**src/rtl/rv32_branch_pkg.sv**
```systemverilog
// Shared branch definitions.
// - Branch condition op codes (funct3 encodings of the RV32 conditional branches).
// - 2-bit direction counter width and the strong/weak taken/not-taken encodings.
// - Default counter value loaded when a predictor entry is allocated.
package rv32_branch_pkg;

   // Conditional branch op codes, taken directly from funct3.
   typedef enum logic [2:0] {
      BrEq  = 3'b000,
      BrNe  = 3'b001,
      BrLt  = 3'b100,
      BrGe  = 3'b101,
      BrLtu = 3'b110,
      BrGeu = 3'b111
   } br_op_e;

   localparam int unsigned CtrW = 2;

   // Bit 1 of the counter is the predicted direction.
   localparam logic [CtrW-1:0] CtrStrongNt = 2'b00;
   localparam logic [CtrW-1:0] CtrWeakNt   = 2'b01;
   localparam logic [CtrW-1:0] CtrWeakT    = 2'b10;
   localparam logic [CtrW-1:0] CtrStrongT  = 2'b11;

   localparam logic [CtrW-1:0] InitCtr = CtrWeakT;

endpackage

```
**src/rtl/rv32_branch_counter.sv**
```systemverilog
// Saturating 2-bit direction counter update.
// Ports:
//   ctr_i   - current counter value
//   taken_i - resolved branch outcome
//   ctr_o   - next counter value (up on taken, down on not taken, saturating)
module rv32_branch_counter
   import rv32_branch_pkg::*;
(
   input  logic [CtrW-1:0] ctr_i,
   input  logic            taken_i,
   output logic [CtrW-1:0] ctr_o
);

   always_comb begin
      ctr_o = ctr_i;
      if (taken_i) begin
         if (ctr_i != CtrStrongT) begin
            ctr_o = ctr_i + 1'b1;
         end
      end else if (ctr_i != CtrStrongNt) begin
         ctr_o = ctr_i - 1'b1;
      end
   end

endmodule

```
**src/rtl/rv32_branch_predictor.sv**
```systemverilog
// Direct-mapped branch target predictor with 2-bit direction counters.
// Ports:
//   clk, reset          - clock; asynchronous active-high reset
//   lookup_pc_in        - fetch PC to predict (combinational lookup)
//   predict_taken_out   - predicted direction
//   predict_pc_out      - predicted next PC (target if taken, else PC+4)
//   update_valid_in     - a resolved branch/jump is presented this cycle
//   update_pc_in        - PC of the resolved instruction
//   update_taken_in     - actual outcome
//   update_target_in    - actual target
//   invalidate_in       - clear all entries and the hit counter
//   hit_count_out       - update-time tag hits since reset or invalidate
module rv32_branch_predictor
   import rv32_branch_pkg::*;
#(
   parameter int unsigned     ENTRIES  = 16,
   parameter logic [CtrW-1:0] INIT_CTR = InitCtr
) (
   input  logic        clk,
   input  logic        reset,
   input  logic [31:0] lookup_pc_in,
   output logic        predict_taken_out,
   output logic [31:0] predict_pc_out,
   input  logic        update_valid_in,
   input  logic [31:0] update_pc_in,
   input  logic        update_taken_in,
   input  logic [31:0] update_target_in,
   input  logic        invalidate_in,
   output logic [31:0] hit_count_out
);

   localparam int unsigned IdxW = $clog2(ENTRIES);
   localparam int unsigned TagW = 30 - IdxW;

   // Table held in flops so reset and invalidate complete in one cycle.
   logic [ENTRIES-1:0] valid_q, valid_d;
   logic [TagW-1:0]    tag_q    [ENTRIES];
   logic [TagW-1:0]    tag_d    [ENTRIES];
   logic [30:0]        target_q [ENTRIES];
   logic [30:0]        target_d [ENTRIES];
   logic [CtrW-1:0]    ctr_q    [ENTRIES];
   logic [CtrW-1:0]    ctr_d    [ENTRIES];
   logic [31:0]        hit_cnt_q, hit_cnt_d;

   // Lookup path: purely combinational from registered state, no update bypass.
   logic [IdxW-1:0] lk_idx;
   logic [TagW-1:0] lk_tag;
   logic            lk_hit;
   logic [CtrW-1:0] lk_ctr;
   logic [31:0]     pc_seq;

   assign lk_idx = lookup_pc_in[IdxW+1:2];
   assign lk_tag = lookup_pc_in[31:IdxW+2];
   assign lk_hit = valid_q[lk_idx] && (tag_q[lk_idx] == lk_tag);
   assign lk_ctr = ctr_q[lk_idx];
   assign pc_seq = lookup_pc_in + 32'd4;

   assign predict_taken_out = lk_hit && lk_ctr[1] && !reset;
   assign predict_pc_out    = predict_taken_out ? {target_q[lk_idx], 1'b0}
                                                : {pc_seq[31:1], 1'b0};
   assign hit_count_out     = hit_cnt_q;

   // Update path.
   logic [IdxW-1:0] up_idx;
   logic [TagW-1:0] up_tag;
   logic            up_hit;
   logic [CtrW-1:0] up_ctr_next;

   assign up_idx = update_pc_in[IdxW+1:2];
   assign up_tag = update_pc_in[31:IdxW+2];
   assign up_hit = valid_q[up_idx] && (tag_q[up_idx] == up_tag);

   // Instruction alignment bits carry no information for the table.
   logic unused_bits;
   assign unused_bits = ^{update_pc_in[1:0], update_target_in[0]};

   rv32_branch_counter u_counter (
      .ctr_i   (ctr_q[up_idx]),
      .taken_i (update_taken_in),
      .ctr_o   (up_ctr_next)
   );

   always_comb begin
      valid_d   = valid_q;
      tag_d     = tag_q;
      target_d  = target_q;
      ctr_d     = ctr_q;
      hit_cnt_d = hit_cnt_q;
      if (invalidate_in) begin
         // Invalidate wins; a coincident update is dropped.
         valid_d   = '0;
         hit_cnt_d = '0;
      end else if (update_valid_in) begin
         if (up_hit) begin
            ctr_d[up_idx] = up_ctr_next;
            hit_cnt_d     = hit_cnt_q + 32'd1;
            if (update_taken_in) begin
               target_d[up_idx] = update_target_in[31:1];
            end
         end else if (update_taken_in) begin
            valid_d[up_idx]  = 1'b1;
            tag_d[up_idx]    = up_tag;
            target_d[up_idx] = update_target_in[31:1];
            ctr_d[up_idx]    = INIT_CTR;
         end
      end
   end

   always_ff @(posedge clk or posedge reset) begin
      if (reset) begin
         valid_q   <= '0;
         hit_cnt_q <= '0;
         for (int i = 0; i < int'(ENTRIES); i++) begin
            tag_q[i]    <= '0;
            target_q[i] <= '0;
            ctr_q[i]    <= CtrStrongNt;
         end
      end else begin
         valid_q   <= valid_d;
         hit_cnt_q <= hit_cnt_d;
         tag_q     <= tag_d;
         target_q  <= target_d;
         ctr_q     <= ctr_d;
      end
   end

endmodule
```
**config.mk**
```make
export PLATFORM = sky130hd
export DESIGN_NAME = rv32_branch_predictor
export DESIGN_NICKNAME = d
export VERILOG_FILES = /design/src/rtl/rv32_branch_pkg.sv /design/src/rtl/rv32_branch_counter.sv /design/src/rtl/rv32_branch_predictor.sv
export SDC_FILE = /design/constraint.sdc
export NUM_CORES = 2
export LEC_CHECK = 0
export CORE_MARGIN = 2
export CORE_UTILIZATION = 55
export DETAILED_ROUTE_END_ITERATION = 10
export PLACE_DENSITY = 0.79
export SLEW_MARGIN = 20
export SYNTH_ARGS = -nofsm -noshare
export SYNTH_HDL_FRONTEND = slang
export SYNTH_SLANG_ARGS = --single-unit
```
**constraint.sdc**
```tcl
create_clock -name clk -period 69.7 [get_ports clk]
set_clock_uncertainty 0.05 [all_clocks]
set_input_delay 6.97 -clock clk [delete_from_list [all_inputs] [get_ports clk]]
set_output_delay 6.97 -clock clk [all_outputs]
set_load 0.1 [all_outputs]
```
==> flow_metrics.env <==
export IMPL_tightest_slew_ps=1230
export IMPL_min_period_ps=19990
export IMPL_synthesis_area_um2=50500
export IMPL_cts_num_sinks=992
export IMPL_grt_max_degree=174
export IMPL_dp_cells=5005
export IMPL_numCtsBuffers=101
export IMPL_flow_area_growth_from_synthesis_pct=11.5
export IMPL_fmax_mhz=50.0
export IMPL_power_density_nw_per_um2=25.2
export IMPL_synth_top_area_share_pct=49.1
export IMPL_final_util_pct=61.6
export IMPL_min_period_over_period_pct=28.7
export IMPL_hold_buffers=0
export IMPL_synth_edff_count=0
export IMPL_yosys_warnings=0
export IMPL_numPortBuffers=160
export IMPL_vias=34800
export IMPL_tns_ps=0
export IMPL_clk_pin_slew_ps=60
export IMPL_tritoncts="yes"
export IMPL_crit_end="predict_pc_out[27]"
export IMPL_yosys_area_top_type="dfrtp_1"
export IMPL_antenna_found_initial=10
export IMPL_worstSetupStartpointType="input port"
export IMPL_yosysMostFrequentCell="dfrtp_1"
export IMPL_p_leak_nw=26.3
export IMPL_drc_errors=0
export IMPL_synthesis_nets=4040
export IMPL_core_area_um2=91400
export IMPL_post_synth_cell_area_avg_um2=12.8
export IMPL_finalHoldViolations=0
export IMPL_drive_above_1_share_pct=34.7
export IMPL_first_iter_violations=3933
export IMPL_fp_dieW_um=307
export IMPL_syn_inst=3937
export IMPL_synth_cell_types=70
export IMPL_clkLatencyLatePin_ps=710
export IMPL_ctsRootBufferMaster="clkbuf_16"
export IMPL_worst_path_largest_cell_delay_ps=1180
export IMPL_viasPerCell=6.70
export IMPL_cp_common_cell="buf_4"
export IMPL_die_y_um=307
export IMPL_reg2regPathDepth=8
export IMPL_post_cts_resized=0
export IMPL_synth_common_cells="dfrtp_1, mux2_2, nand2_1, mux4_2, clkbuf_1"
export IMPL_start_util_pct=55.3
export IMPL_reg2reg_setup_slack_ps=63850
export IMPL_synthArstFlopShare_pct=100
export IMPL_endpoint_kind="output port"
export IMPL_crit_buf_inv=3
export IMPL_path_max_fanout=51
export IMPL_worstSetupPathDepth=11
export IMPL_avgRoutedWirePerCell_um=28.3
export IMPL_startpoint="lookup_pc_in[5]"
export IMPL_finalWirelength_um=147000
export IMPL_grt_first_pass_wirelength_um=223000
export IMPL_post_cts_buffers=0
export IMPL_clockBufferDepth=3
export IMPL_synth_area_leaders="dfrtp_1, mux2_2, mux4_2"
export IMPL_vdd_drop_max_v=0.0000231
export IMPL_post_dp_hpwl_um=87000
export IMPL_final_setup_viol_count=0
export IMPL_crit_type="in2out"
export IMPL_final_antenna_net_count=0
export IMPL_status="finished clean"
export IMPL_layout_cells_non_filler=5198
export IMPL_relSlewSlack_pct=17.9
export IMPL_rsz0062_at_grt="no"
export IMPL_required_ps=62680
export IMPL_crit_path_top_delay_cell="clkdlybuf4s50_1"
export IMPL_row_count=111
export IMPL_gp_congestion=0.871
export IMPL_maxCapViolCount=0
export IMPL_grtUsageTotal_pct=31.6
export IMPL_cts_htree_levels=3
export IMPL_min_path_type="reg2reg"
export IMPL_nets=4027
export IMPL_cp_top_family="buffers and inverters"
export IMPL_r2r_start="tag_q[25]"
export IMPL_die_area_um2=94300
export IMPL_yosys_register_bits=992
export IMPL_grt_pass1_vias=35300
export IMPL_yosysSeqAreaShare_pct=49.1
export IMPL_pin_count=166
export IMPL_drtPass1Iterations=8
export IMPL_worstPathArrival_ps=12970
export IMPL_worstReg2RegEnd="tag_q[372]"
export IMPL_drv_slew=0
export IMPL_crit_chain="buf_4, buf_4, and2_1, a22oi_1, o21ai_0, o221ai_1, or4_1, a21oi_1, and4_2, mux2_2, clkdlybuf4s50_1"
export IMPL_grt_overflow=0
export IMPL_ys_flop_type="dfrtp_1"
sequential cells by signal (all words and copies together), names as in the netlist:
signal / flops
target_q: 496
tag_q: 416
ctr_q: 32
hit_count_out: 32
valid_q: 16
per-layer routing:
metal,global-route usage [%],part of all wire (%),vias up
met1,42.2,38,18200
met2,48.3,46,1962
met5,0,0.051,-
met3,9.18,11,410
met4,14.3,4.4,12
li1,-,-,14300
cells in the final DEF (no fill, tap or decap), drive strengths merged, types with 33 or more instances in the layout:
cell | Yosys | routed
dfrtp | 992 | 992
mux2 | 758 | 758
nand2 | 754 | 754
mux4 | 340 | 340
clkdlybuf4s50 | 0 | 151
clkbuf | 214 | 138
mux2i | 117 | 117
nor2 | 98 | 98
buf | 127 | 74
a21oi | 57 | 57
xnor2 | 53 | 53
a22oi | 38 | 38
nand3 | 33 | 33
how the worst min path moves through the flow:
stage / startpoint / end / slack [ps] / cells after the start
after global placement: target_q[206] / target_q[206] / 410 / 2
after global routing: target_q[388] / target_q[388] / 440 / 2
final: target_q[282] / target_q[282] / 420 / 2
after CTS: target_q[379] / target_q[379] / 420 / 2
after floorplan: target_q[308] / target_q[308] / 390 / 2
after detailed placement: target_q[296] / target_q[296] / 410 / 2
kinds of logic (layout without fill, tap and decap cells):
family	count (synthesis)	count (layout)	share of synthesized area, %
buf+inv	366	435	3.15
mux	1215	1215	34.4
fa+ha+maj	3	3	0.0694
xor+xnor	76	76	1.32
other cells	1	7	0.00742
compound gates	244	244	3.26
simple gates	1040	1040	8.68
flops	992	992	49.1
report_power, final:
part	internal (mW)	total [mW]	switching, mW	leakage (nW)
logic	0.0905	0.187	0.0961	11.2
registers	0.625	0.656	0.0314	13.4
clock network	0.337	0.579	0.241	1.73
total	1.05	1.42	0.369	26.3
layout make-up:
class                           count  area, um^2
Inverter                           25         101
Multi-Input combinational cell   2579       24300
Tap cell                         1186        1480
Fill cell                        6717       35100
Timing Repair Buffer              225        2100
Clock buffer                      138        2820
Antenna cell                        6        15.0
Clock inverter                     47         724
Sequential cell                   992       24800
stage by stage:
| step | setup slack [ps] | hold slack (ps) | instance area (um^2) | power [mW] |
|---|---|---|---|---|
| floorplan | 30110 | 391 | 50500 | 0.795 |
| global placement | 49730 | 405 | 52700 | 0.840 |
| detailed placement | 49650 | 408 | 52800 | 0.849 |
| CTS | 49630 | 425 | 56300 | 1.42 |
| global route | 49480 | 437 | 56300 | 1.47 |
| finish | 49710 | 422 | 56300 | 1.42 |
worst reg2reg max path: stages (launching register included):
cell and delay, ps:
dfrtp_1 400, mux4_2 490, mux4_2 480, xnor2_1 610, nand4_1 230, nor3_2 660, nand3_2 980, nand2_2 1350
mux2_2 470
No activity file was read; power rests on OpenSTA's default activity.
